$ cat config.mk
export PLATFORM = sky130hd
export DESIGN_NAME = snake_direction_queue
export DESIGN_NICKNAME = d
export VERILOG_FILES = /design/src/rtl/snake_direction_queue.sv
export SDC_FILE = /design/constraint.sdc
export NUM_CORES = 1
export LEC_CHECK = 0
export CORE_ASPECT_RATIO = 1.5
export CORE_MARGIN = 2
export CORE_UTILIZATION = 62
export DETAILED_ROUTE_END_ITERATION = 10
export PLACE_DENSITY = 0.8
export SKIP_CTS_REPAIR_TIMING = 1
export SLEW_MARGIN = 20
export SYNTH_ARGS = -nofsm -noshare
export SYNTH_HDL_FRONTEND = slang
export SYNTH_SLANG_ARGS = --single-unit
$ cat constraint.sdc
create_clock -name clk -period 4.66 [get_ports clk]
set_input_delay 0.932 -clock clk [delete_from_list [all_inputs] [get_ports clk]]
set_output_delay 0.932 -clock clk [all_outputs]
set_load 0.01 [all_outputs]
$ cat src/rtl/snake_direction_queue.sv
// rtl/snake_direction_queue.sv - button debounce, turn filter and two-deep direction queue
module snake_direction_queue #(
  parameter int DEBOUNCE_CYCLES = 1_000_000
) (
  input  logic       clk,
  input  logic       rst,
  input  logic       left,
  input  logic       right,
  input  logic       up,
  input  logic       down,
  input  logic       tick,
  output logic [3:0] direction,
  output logic [1:0] level
);

  localparam int CW = $clog2(DEBOUNCE_CYCLES) + 1;
  localparam logic [CW-1:0] CNT_MAX = CW'(DEBOUNCE_CYCLES - 1);

  // Button bit order matches the one-hot direction code: left, right, up, down.
  logic [3:0]         btn_raw;
  logic [3:0]         sync1_q, sync1_d;
  logic [3:0]         sync2_q, sync2_d;
  logic [3:0]         stable_q, stable_d;
  logic [3:0]         press_q, press_d;
  logic [3:0][CW-1:0] cnt_q, cnt_d;

  logic [3:0] direction_q, direction_d;
  logic [3:0] head_q, head_d;
  logic [3:0] tail_q, tail_d;
  logic [1:0] level_q, level_d;

  logic [3:0] req;
  logic [3:0] ref_dir;
  logic [3:0] ref_opp;
  logic       accept;
  logic       pop;
  logic       push;

  assign btn_raw = {down, up, right, left};

  // Two-flop synchroniser, per-button debounce counter and rising-edge press pulse.
  always_comb begin
    sync1_d  = btn_raw;
    sync2_d  = sync1_q;
    stable_d = stable_q;
    press_d  = '0;
    cnt_d    = cnt_q;
    for (int i = 0; i < 4; i++) begin
      if (sync2_q[i] == stable_q[i]) begin
        cnt_d[i] = '0;
      end else if (cnt_q[i] == CNT_MAX) begin
        stable_d[i] = ~stable_q[i];
        press_d[i]  = ~stable_q[i];
        cnt_d[i]    = '0;
      end else begin
        cnt_d[i] = cnt_q[i] + 1'b1;
      end
    end
  end

  // Pick one request, filter repeats and reversals against the newest pending heading.
  always_comb begin
    req = 4'b0000;
    if (press_q[2])      req = 4'b0100;
    else if (press_q[3]) req = 4'b1000;
    else if (press_q[0]) req = 4'b0001;
    else if (press_q[1]) req = 4'b0010;

    if (level_q == 2'd2)      ref_dir = tail_q;
    else if (level_q == 2'd1) ref_dir = head_q;
    else                      ref_dir = direction_q;

    ref_opp = {ref_dir[2], ref_dir[3], ref_dir[0], ref_dir[1]};
    accept  = (req != 4'b0000) &&
              ((ref_dir == 4'b0000) || ((req != ref_dir) && (req != ref_opp)));
    pop     = tick && (level_q != 2'd0);
    push    = accept && ((level_q != 2'd2) || pop);
  end

  // Queue update: tick pops the head into the direction register, accepted turns go to the tail.
  always_comb begin
    direction_d = pop ? head_q : direction_q;
    head_d      = head_q;
    tail_d      = tail_q;
    level_d     = level_q;
    case ({pop, push})
      2'b10: begin
        head_d  = tail_q;
        tail_d  = 4'b0000;
        level_d = level_q - 2'd1;
      end
      2'b01: begin
        if (level_q == 2'd0) head_d = req;
        else                 tail_d = req;
        level_d = level_q + 2'd1;
      end
      2'b11: begin
        if (level_q == 2'd1) begin
          head_d = req;
        end else begin
          head_d = tail_q;
          tail_d = req;
        end
      end
      default: begin
      end
    endcase
  end

  // State registers; reset (game over) stops the snake and flushes everything.
  always_ff @(posedge clk or posedge rst) begin
    if (rst) begin
      sync1_q     <= '0;
      sync2_q     <= '0;
      stable_q    <= '0;
      press_q     <= '0;
      cnt_q       <= '0;
      direction_q <= '0;
      head_q      <= '0;
      tail_q      <= '0;
      level_q     <= '0;
    end else begin
      sync1_q     <= sync1_d;
      sync2_q     <= sync2_d;
      stable_q    <= stable_d;
      press_q     <= press_d;
      cnt_q       <= cnt_d;
      direction_q <= direction_d;
      head_q      <= head_d;
      tail_q      <= tail_d;
      level_q     <= level_d;
    end
  end

  assign direction = direction_q;
  assign level     = level_q;

endmodule

==> run metrics <==
ANT cells 0; DR vias 3992; commonest non-fill, non-tap cells in the layout dfrtp_1, nor2_1, xor2_1; antenna violations before repair 0; H-tree depth 4; Finished Layout Cells 690; Seq/Total Area, Yosys 0.516; num ports 13; row count 42; ys flop type dfrtp_1; xor/xnor share of the synthesized area 0.133; Post-layout nets 588; WL final 10800 µm; Netlist cell types 42; max-slew violations 0; Tot GR Track Use 0.248; startpoint class of the critical path flip-flop; P per Cell Area 397 nW/µm²; placed instance area 5750 µm²; flops & latches, synth 114; hold path depth 0; Post-synth EDFFs 0; status finished, final reports clean; clock skew 0.00552 ns; CTS sink cnt 114; # setup viols final 0; P&R area growth vs syn 13.3%; vias per cell 5.79; Post-Synthesis Cells 550; maximum clock frequency 279 MHz; Die Footprint 9710 µm²; area leader, netlist dfrtp_1; vias in the first global route 4159; layout cell share with drive strength beyond 1 0.0845; global placer's final weighted congestion 0.840; R2R cell count 11; Worst Tran Pin Value 0.655 ns; Root Buffer clkbuf_16; largest net degree at the start of global routing 53; post-route ant nets 0; DP Wirelength 7010 µm; total grt overflow 0; Peak VDD IR 0.289 mV; Cell Area, Synth 5530 µm²; ys async rst share 1.00; CTS Buf Count 17; final instance area 6270 µm²; largest cells by area after synthesis dfrtp_1, xor2_1, nor2_1, xnor2_1, nand3_1; clock slew at reported path FFs 0.05 ns; Max Root-Sink Buffers 2; post-synthesis compound-gate area fraction 0.0335; fin crit period 3.58 ns; placed insts 662; first-pass GRT wire length 18500 µm; Worst Hold Class flip-flop to flip-flop; total of max-cap violations 0; fin crit share 0.769; DR pass1 iterations 6; post-synthesis simple-gate area fraction 0.242; number of buffers added on ports 12; CTS tree yes; Worst Path Required 4.96 ns; Leak Pwr 2.72 nW; Yosys top cell area share 0.516; worst-path fanout max 17; final hold slack 0.345 ns; syn_nets 567; type of the worst setup path flip-flop to flip-flop; Setup TNS Final 0 ns; Final Power 2.49 mW; CP Capture Type flip-flop; Mapped Avg Cell Area 10.1 µm²; DR DRC count 0; Die Height 120 µm; commonest non-fill, non-tap cell in the layout dfrtp_1; clk_lat worst skew 0.40 ns; Synth warnings 0; Data arrival, critical path 3.88 ns; Hold Violations, Final 0; starting density of the core 0.630; DRT iter0 DRCs 281; post-synthesis mux area share 0.0328; CORE AREA 8780 µm²; adder-cell share of the synthesized area 0.0226; Wirelength per Cell 15.6 µm; die width 81.1 µm; RSZ-0062 raised after global routing false; largest family of logic cells by synthesized area simple AND/OR/NAND/NOR gates; worst relative slew slack 0.562
==> cells in the mapped netlist, types with 4 or more instances <==
cell      number
nor2b_1        5
ha_1          10
buf_2          7
xor2_1        47
and2_1         4
nor4_1        10
dfrtp_1      114
o31ai_1        4
o21ai_0        7
o211ai_1       5
nand2b_1       8
nand3_1       37
and3_1        10
inv_1         14
mux2_2        11
nor2_1       101
and4_1         4
nand4_1       19
clkbuf_1       4
nand2_1       46
nor3_1        14
xnor2_1       37
==> path summary, 6_finish.rpt <==
| check | startpoint | endpoint | slack [ns] |
|---|---|---|---|
| setup / recovery | level[0]$_DFFE_PP0P_ | tail_q[3]$_DFFE_PP0P_ | 1.08 |
| max in group asynchronous | rst | cnt_q[12]$_DFF_PP0_ | 2.76 |
| min in group asynchronous | rst | cnt_q[74]$_DFF_PP0_ | 0.98 |
| hold reg to reg | sync1_q[0]$_DFF_PP0_ | sync2_q[0]$_DFF_PP0_ | 0.35 |
| setup reg to reg | level[0]$_DFFE_PP0P_ | tail_q[3]$_DFFE_PP0P_ | 1.08 |
| hold / removal | sync1_q[0]$_DFF_PP0_ | sync2_q[0]$_DFF_PP0_ | 0.35 |
==> cells by family (layout without fill, tap and decap cells) <==
family	Yosys count	after routing
flip-flops	114	114
multiplexers	15	15
adder cells (fa/ha/maj)	10	10
AO/OA/AOI/OAI	26	26
XOR/XNOR	84	84
buffers and inverters	26	56
AND/OR/NAND/NOR	275	275
==> where the power goes <==
part / internal [mW] / switching, mW / total [mW]
logic: 0.121 / 0.189 / 0.310
clock network: 0.738 / 0.403 / 1.14
registers: 1.01 / 0.0215 / 1.03
==> area by class of cell <==
class / instances / area (µm²)
Sequential cell: 114 / 2850
Clock inverter: 8 / 65.1
Tap cell: 110 / 138
Timing Repair Buffer: 14 / 135
Fill cell: 642 / 2510
Clock buffer: 20 / 457
Inverter: 14 / 55.1
Multi-Input combinational cell: 410 / 2560
==> routing by layer <==
layer | up-vias | share of wire | GRT usage
met2 | 99 | 0.54 | 0.427
li1 | 1909 | - | -
met3 | 30 | 0.039 | 0.0752
met4 | 0 | 0.026 | 0.103
met1 | 1954 | 0.39 | 0.281
met5 | - | 0 | 0
==> per-stage QoR <==
stage | utilization | setup WS (ns)
global placement | 0.655 | 1.32
detailed placement | 0.655 | 1.10
global route | 0.714 | 0.857
CTS | 0.714 | 1.09
finish | 0.714 | 1.08
floorplan | - | 0.712
==> state kept, by name, indices dropped and copies added (netlist names) <==
name	flops
tail_q	4
sync1_q	4
press_q	4
stable_q	4
cnt_q	84
direction	4
head_q	4
sync2_q	4
level	2
==> critical path, cell delays in order (launching register included) <==
cell	delay (ns)
dfrtp_1	0.42
inv_1	0.10
ha_1	0.48
inv_1	0.22
mux2i_4	0.25
and4_1	0.24
nor4_2	0.44
nor2_1	0.13
and3_1	0.20
ha_1	0.24
a221o_1	0.48
o31ai_1	0.28
No activity file was read; power rests on OpenSTA's default activity.
